[src/rtl/soc_timer.sv]
// soc_timer: bus-mapped 32-bit timer with prescaler,
// compare-match pending flag and level interrupt.
module soc_timer #(
  parameter logic [4:0] IRQ_ID      = 5'd16,
  parameter int         PRESC_WIDTH = 8
) (
  input  logic        clk_i,
  input  logic        rst_i,
  input  logic        req_i,
  output logic        gnt_o,
  output logic        rvalid_o,
  input  logic [31:0] addr_i,
  input  logic        we_i,
  input  logic [3:0]  be_i,
  input  logic [31:0] wdata_i,
  output logic [31:0] rdata_o,
  output logic        err_o,
  output logic        irq_o,
  output logic [4:0]  irq_id_o,
  input  logic        irq_ack_i,
  input  logic [4:0]  irq_id_i
);

  localparam int PW = PRESC_WIDTH;

  logic [2:0]    ctrl;
  logic [31:0]   count;
  logic [31:0]   compare;
  logic          pending;
  logic [PW-1:0] presc;
  logic [PW-1:0] psc_cnt;

  logic [2:0]  off;
  logic        sel_ctrl;
  logic        sel_count;
  logic        sel_cmp;
  logic        sel_stat;
  logic        sel_presc;
  logic        mapped;
  logic        wr;
  logic        wr_ctrl;
  logic        wr_count;
  logic        wr_cmp;
  logic        wr_stat;
  logic        wr_presc;
  logic [31:0] bmask;
  logic [31:0] presc_ext;
  logic [31:0] count_wr;
  logic [31:0] cmp_wr;
  logic [31:0] presc_wr;
  logic [31:0] rd_val;
  logic        tick;
  logic        match;
  logic        w1c;
  logic        ack_hit;
  logic        unused_bits;

  assign off       = addr_i[4:2];
  assign sel_ctrl  = (off == 3'd0);
  assign sel_count = (off == 3'd1);
  assign sel_cmp   = (off == 3'd2);
  assign sel_stat  = (off == 3'd3);
  assign sel_presc = (off == 3'd4);
  assign mapped    = sel_ctrl | sel_count | sel_cmp
                   | sel_stat | sel_presc;

  // An all-zero byte enable is a response-only no-op.
  assign wr       = req_i & we_i & (|be_i) & mapped;
  assign wr_ctrl  = wr & sel_ctrl;
  assign wr_count = wr & sel_count;
  assign wr_cmp   = wr & sel_cmp;
  assign wr_stat  = wr & sel_stat;
  assign wr_presc = wr & sel_presc;

  assign bmask = {{8{be_i[3]}}, {8{be_i[2]}},
                  {8{be_i[1]}}, {8{be_i[0]}}};

  assign presc_ext = {{(32-PW){1'b0}}, presc};
  assign count_wr  = (count & ~bmask)
                   | (wdata_i & bmask);
  assign cmp_wr    = (compare & ~bmask)
                   | (wdata_i & bmask);
  assign presc_wr  = (presc_ext & ~bmask)
                   | (wdata_i & bmask);

  assign tick    = ctrl[0] & (psc_cnt == presc);
  assign match   = tick & (count == compare);
  assign w1c     = wr_stat & be_i[0] & wdata_i[0];
  assign ack_hit = irq_ack_i & (irq_id_i == IRQ_ID);

  assign gnt_o    = req_i;
  assign irq_o    = pending & ctrl[1];
  assign irq_id_o = IRQ_ID;

  assign unused_bits = ^{addr_i[31:5], addr_i[1:0],
                         presc_wr[31:PW]};

  // Read mux: register values as seen in the grant cycle.
  always_comb begin
    rd_val = '0;
    unique case (1'b1)
      sel_ctrl:  rd_val = {29'd0, ctrl};
      sel_count: rd_val = count;
      sel_cmp:   rd_val = compare;
      sel_stat:  rd_val = {31'd0, pending};
      sel_presc: rd_val = presc_ext;
      default:   rd_val = '0;
    endcase
  end

  // One-cycle response for every granted transfer.
  always_ff @(posedge clk_i) begin
    if (rst_i) begin
      rvalid_o <= 1'b0;
      err_o    <= 1'b0;
      rdata_o  <= '0;
    end else begin
      rvalid_o <= req_i;
      err_o    <= req_i & ~mapped;
      rdata_o  <= (req_i & ~we_i & mapped)
                ? rd_val : '0;
    end
  end

  // Configuration registers written from the bus.
  always_ff @(posedge clk_i) begin
    if (rst_i) begin
      ctrl    <= '0;
      compare <= 32'hFFFF_FFFF;
      presc   <= '0;
    end else begin
      if (wr_ctrl && be_i[0]) ctrl <= wdata_i[2:0];
      if (wr_cmp)   compare <= cmp_wr;
      if (wr_presc) presc   <= presc_wr[PW-1:0];
    end
  end

  // Prescaler and counter; a COUNT write beats a tick.
  always_ff @(posedge clk_i) begin
    if (rst_i) begin
      psc_cnt <= '0;
      count   <= '0;
    end else begin
      if (wr_count || wr_presc)
        psc_cnt <= '0;
      else if (ctrl[0])
        psc_cnt <= tick ? '0 : psc_cnt + PW'(1);
      if (wr_count)
        count <= count_wr;
      else if (tick)
        count <= (match && ctrl[2])
               ? '0 : count + 32'd1;
    end
  end

  // Pending flag; a match in the same cycle beats a clear.
  always_ff @(posedge clk_i) begin
    if (rst_i)
      pending <= 1'b0;
    else if (match)
      pending <= 1'b1;
    else if (w1c || ack_hit)
      pending <= 1'b0;
  end

endmodule

[config.mk]
export PLATFORM = sky130hd
export DESIGN_NAME = soc_timer
export DESIGN_NICKNAME = d
export VERILOG_FILES = /design/src/rtl/soc_timer.sv
export SDC_FILE = /design/constraint.sdc
export NUM_CORES = 1
export LEC_CHECK = 0
export ABC_CLOCK_PERIOD_IN_PS = 2600
export CAP_MARGIN = 20
export CORE_UTILIZATION = 40
export CTS_BUF_LIST = sky130_fd_sc_hd__clkbuf_16
export DETAILED_ROUTE_END_ITERATION = 7
export PLACE_DENSITY = 0.69
export SKIP_LAST_GASP = 1
export SLEW_MARGIN = 20
export SYNTH_ARGS = -nofsm -noshare
export SYNTH_HDL_FRONTEND = slang
export SYNTH_SLANG_ARGS = --single-unit
[constraint.sdc]
create_clock -name clk_i -period 2.6 [get_ports clk_i]
set_input_delay 0.26 -clock clk_i [delete_from_list [all_inputs] [get_ports clk_i]]
set_output_delay 0.26 -clock clk_i [all_outputs]
set_load 0.1 [all_outputs]
---- Yosys cells after proc, flatten, opt, wreduce, memory -nomap -nowiden ----
Cells that the tools add are included.
storage, ports and cells
  register bits after elaboration ......... 118
  output and inout bits ................... 41
cells by class
  add/subtract/negate cells ............... 2
  equal/unequal tests ..................... 7
  mux-type cells .......................... 7
  bitwise gates (word level) .............. 32
  reduce and logical (&&, ||, !) cells .... 10
operator list
  cell                     number
  $pmux W32 S5             1
  $and A32 B32 Y32         3
  $mux W32                 3
  $or A32 B32 Y32          2
  $add A32 B1 Y32 const B  1
  $eq A32 B32 Y1           1
  $not A32 Y32             1
  $and A1 B1 Y1            17
  $add A8 B1 Y8 const B    1
  $and A8 B8 Y8            1
  $eq A8 B8 Y1             1
  $mux W8                  1
  $or A8 B8 Y8             1
  $eq A3 B2 Y1 const B     2
  $eq A5 B5 Y1 const B     1
  $or A1 B1 Y1             4
  $reduce_bool A2 Y1       2
  $reduce_or A2 Y1         2
  $reduce_or A4 Y1         1
  $eq A3 B1 Y1 const B     1
  $eq A3 B3 Y1 const B     1
  $logic_not A3 Y1         1
  $not A1 Y1               3
  $logic_and A1 B1 Y1      2
  2 further kinds          4

---- Depth between registers and ports, before layout ----
  word-level depth ........................ 12
  gate-level depth with buffers ........... 9
  mapped depth without buffers ............ 7

---- Worst setup path before layout ----
OpenSTA, ideal clock, no wires.
  path type ............................... reg-to-reg
  start point ............................. register (tool-made name)
  end point ............................... register (tool-made name)
  setup time .............................. 132 ps
  data arrival time ....................... 2030 ps
  setup slack ............................. 438 ps
  cell stages (with the launch flop) ...... 8
  buffers on the path ..................... 0
  clock period less this slack ............ 2162 ps
  cells stage by stage .................... dfxtp_1 -> ha_1 -> nand4_1 -> nor4_2 -> nand2_1 -> and3_1 -> o21ai_0 -> a21oi_1

==> out/metrics.cfg <==
[grt]
overflow = 0
grt_pass1_vias = 5401
grt.total_usage = 0.244
grt_start_max_net_pins = 45
antenna_found_initial = 0
grt_pass1_wl_um = 28200

[sta]
final-setup-viol-count = 0
hold_violations = 0
fin_ws_ps = 173
finalSetupTns_ps = 0
max_slew.worst_pin.slew_ps = 536
fin_crit_sh = 0.933
slew_violations = 0
maxSlewHeadroom = 0.643
max_freq_mhz = 412
fin_worst_skew_ps = 7.77
grt_setup_unrepaired = false
timing.final.crit_period_ps = 2430

[synthesis]
yosysSeqAreaShare = 0.398
synth_cell_types = 53
postSynthCellCount = 749
async_flop_share = 0
netlist_area_mm2 = 0.00593
synth_enable_flop_cells = 0
ys_seq_elements = 118
syn_area_per_cell_um2 = 7.92
synth-warning-count = 0
synth_ff_type = dfxtp_1

[critical_path]
cp-end-kind = flip-flop
path_delay_family = simple AND/OR/NAND/NOR gates
rr_worst_depth = 8
worstSetupStartpointType = flip-flop
criticalPathCategory = reg2reg
cp_data_required_time_ps = 2880
max_stage_delay_ps = 630
path_buf_inv = 2
crit_chain = xor2_1 > nor4_2 > buf_4 > nand4_1 > or4_1 > buf_12 > a31oi_1 > nor3_1
cp_slowest_cell = or4_1
cp_max_fo = 33
arrival_ps = 2700
r2r_setup_slack_ps = 170

[layout]
layout.nets = 929
drive_gt1_frac = 0.140
utilization = 0.523
area_growth_pct = 27.7
antennaDiodeCount = 0

[placed_design]
pre_cts_ws_ps = -52.7
gp_congestion = 0.871
portBuffers = 84
dpl.hpwl_um = 12300

[clock_network]
cts_made_buffers = 17
cts-root-buf = clkbuf_16
cts_max_path_buffers = 2
cts.htree.levels = 4
cts_hold_buf = 0
numClockSinks = 118
postCtsSetupRepairBufs = 0
cts_tree = yes
clkTransAtPathRegs_ps = 50
insertion_delay_ps = 420

[pwr]
p_switching_mw = 1.06
ir_worst_vdd_mv = 0.447
clockPowerShare = 0.481
p_int_mw = 3.36
pwr-share-comb = 0.097
leakage_nw = 2.95
powerDensity_mw_per_mm2 = 584
total_power_mw = 4.42
switching_share = 0.240
seqPwrFrac = 0.422

[route]
drt_iter0_markers = 565
wl_per_cell_um = 16.6
routed_wl_um = 17300
viasPerCell = 5.53
dr.pass1.iters = 5
vias = 5759
drc = 0
detail-route-antenna-nets = 0

[hold_path]
worstHoldStart = wdata_i[29]
hp-class = in2reg
hold_depth = 3

[status]
status = complete, no violations

[flow_run]
max_cap_violations = 0

[floorplanning]
die_y_um = 124
dieWidth_um = 124
rows = 44
initial_core_util = 0.410
io_pins = 119
core_area_mm2 = 0.0145
fp.dieArea_mm2 = 0.0153

-- cell type report --
cell class / count / area (um^2)
multi-input cells: 570 / 3280
flip-flops and latches: 118 / 2360
fillers: 1386 / 6910
repair buffers: 133 / 1140
clock inverters: 11 / 95.1
clock buffers: 17 / 425
well taps: 184 / 230
inverters: 9 / 33.8
-- cells in the mapped netlist (6+ instances only) --
library cell  number  share of area
and2_1             6         0.0063
o21ai_0           27          0.023
nand3_1           67          0.057
a22oi_1           31          0.039
nand2_1          105          0.066
a21oi_1           29          0.024
xor2_1            36          0.053
nor2_1            94          0.060
buf_1              7         0.0044
and3_1            18          0.019
clkbuf_1          26          0.016
nor4_1            14          0.015
dfxtp_1          118           0.40
a31oi_1           16          0.017
a211oi_1          19          0.024
inv_1              8         0.0051
buf_2             11         0.0093
buf_4              7         0.0089
xnor2_1           14          0.021
nand4_1           16          0.017
nor3_1             8         0.0068
o211ai_1           6         0.0076
mux2i_1           13          0.022
-- routing by layer --
metal / vias up / wire length [um] / track usage
met3: 39 / 1030 / 0.0517
met2: 217 / 7920 / 0.376
met1: 2662 / 7790 / 0.322
li1: 2841 / - / -
met5: - / 0 / 0
met4: 0 / 600 / 0.121
-- cell families (layout without fill, tap and decap cells) --
family,count (synthesis),count (layout),synth area share
other,2,5,0.00127
muxes,14,14,0.0257
and+or+nand+nor,351,351,0.280
DFF,118,118,0.398
xor gates and xnor gates,50,50,0.0739
buffers and inverters,64,170,0.0523
adders and majority gates,2,2,0.00422
AOI/OAI and AO/OA,148,148,0.165
-- worst min-delay path, stage by stage --
cell	delay [ps]
clkdlybuf4s50_1	420
nand2_1	70
nand3_1	70
-- through the flow --
step                hold WS [ps]  std cells  cell area (um^2)
floorplan                    384        752              5940
global placement             480       1014              7050
detailed placement           487       1014              7050
CTS                          440       1042              7570
global route                 454       1042              7570
finish                       457       1042              7570
-- worst max-delay path by stage --
stage / endpoint / depth (start not counted)
floorplan: flip-flop / 7
global placement: flip-flop / 7
detailed placement: flip-flop / 7
CTS: flip-flop / 8
global route: flip-flop / 9
finish: flip-flop / 8
-- power groups by stage --
stage	logic (mW)	clock network [mW]	registers (mW)
floorplan	0.215	0	1.93
global placement	0.423	0	1.90
detailed placement	0.423	0	1.90
CTS	0.426	2.16	1.87
global route	0.459	2.24	1.87
finish	0.428	2.13	1.87
-- repair_timing --
item                                    CTS  global route
endpoints found under the setup margin    0             6
endpoints found under the hold margin     0             0
gates resized for setup                   0             1
-- placed cells by master (no fill, tap or decap), types with 2 or more instances in the layout --
cell type,netlist,routed
a21o_1,3,3
o21ai_0,27,27
nand3_1,67,67
and3_1,18,18
ha_1,2,2
nand2_1,105,105
bufinv_16,0,2
a22o_1,2,2
nor4_2,2,3
dfxtp_1,118,118
nor2_1,94,94
xnor2_1,14,14
and2_1,6,6
buf_12,0,2
conb_1,2,5
mux2i_1,13,13
a21oi_1,29,29
o22ai_1,3,3
nor4_1,14,13
a211oi_1,19,19
inv_1,8,9
clkdlybuf4s50_1,0,48
nand2_2,2,2
nand4_1,16,16
xor2_1,36,36
or3_1,2,2
a22oi_1,31,31
nor3_1,8,8
clkinv_1,1,8
buf_4,7,83
nor2b_1,4,3
nand2b_1,3,3
o211ai_1,6,6
nand3b_1,2,2
a32o_1,3,3
a31oi_1,16,16
o2bb2ai_1,2,2
clkbuf_16,0,17
(Power assumes the default switching activity.)
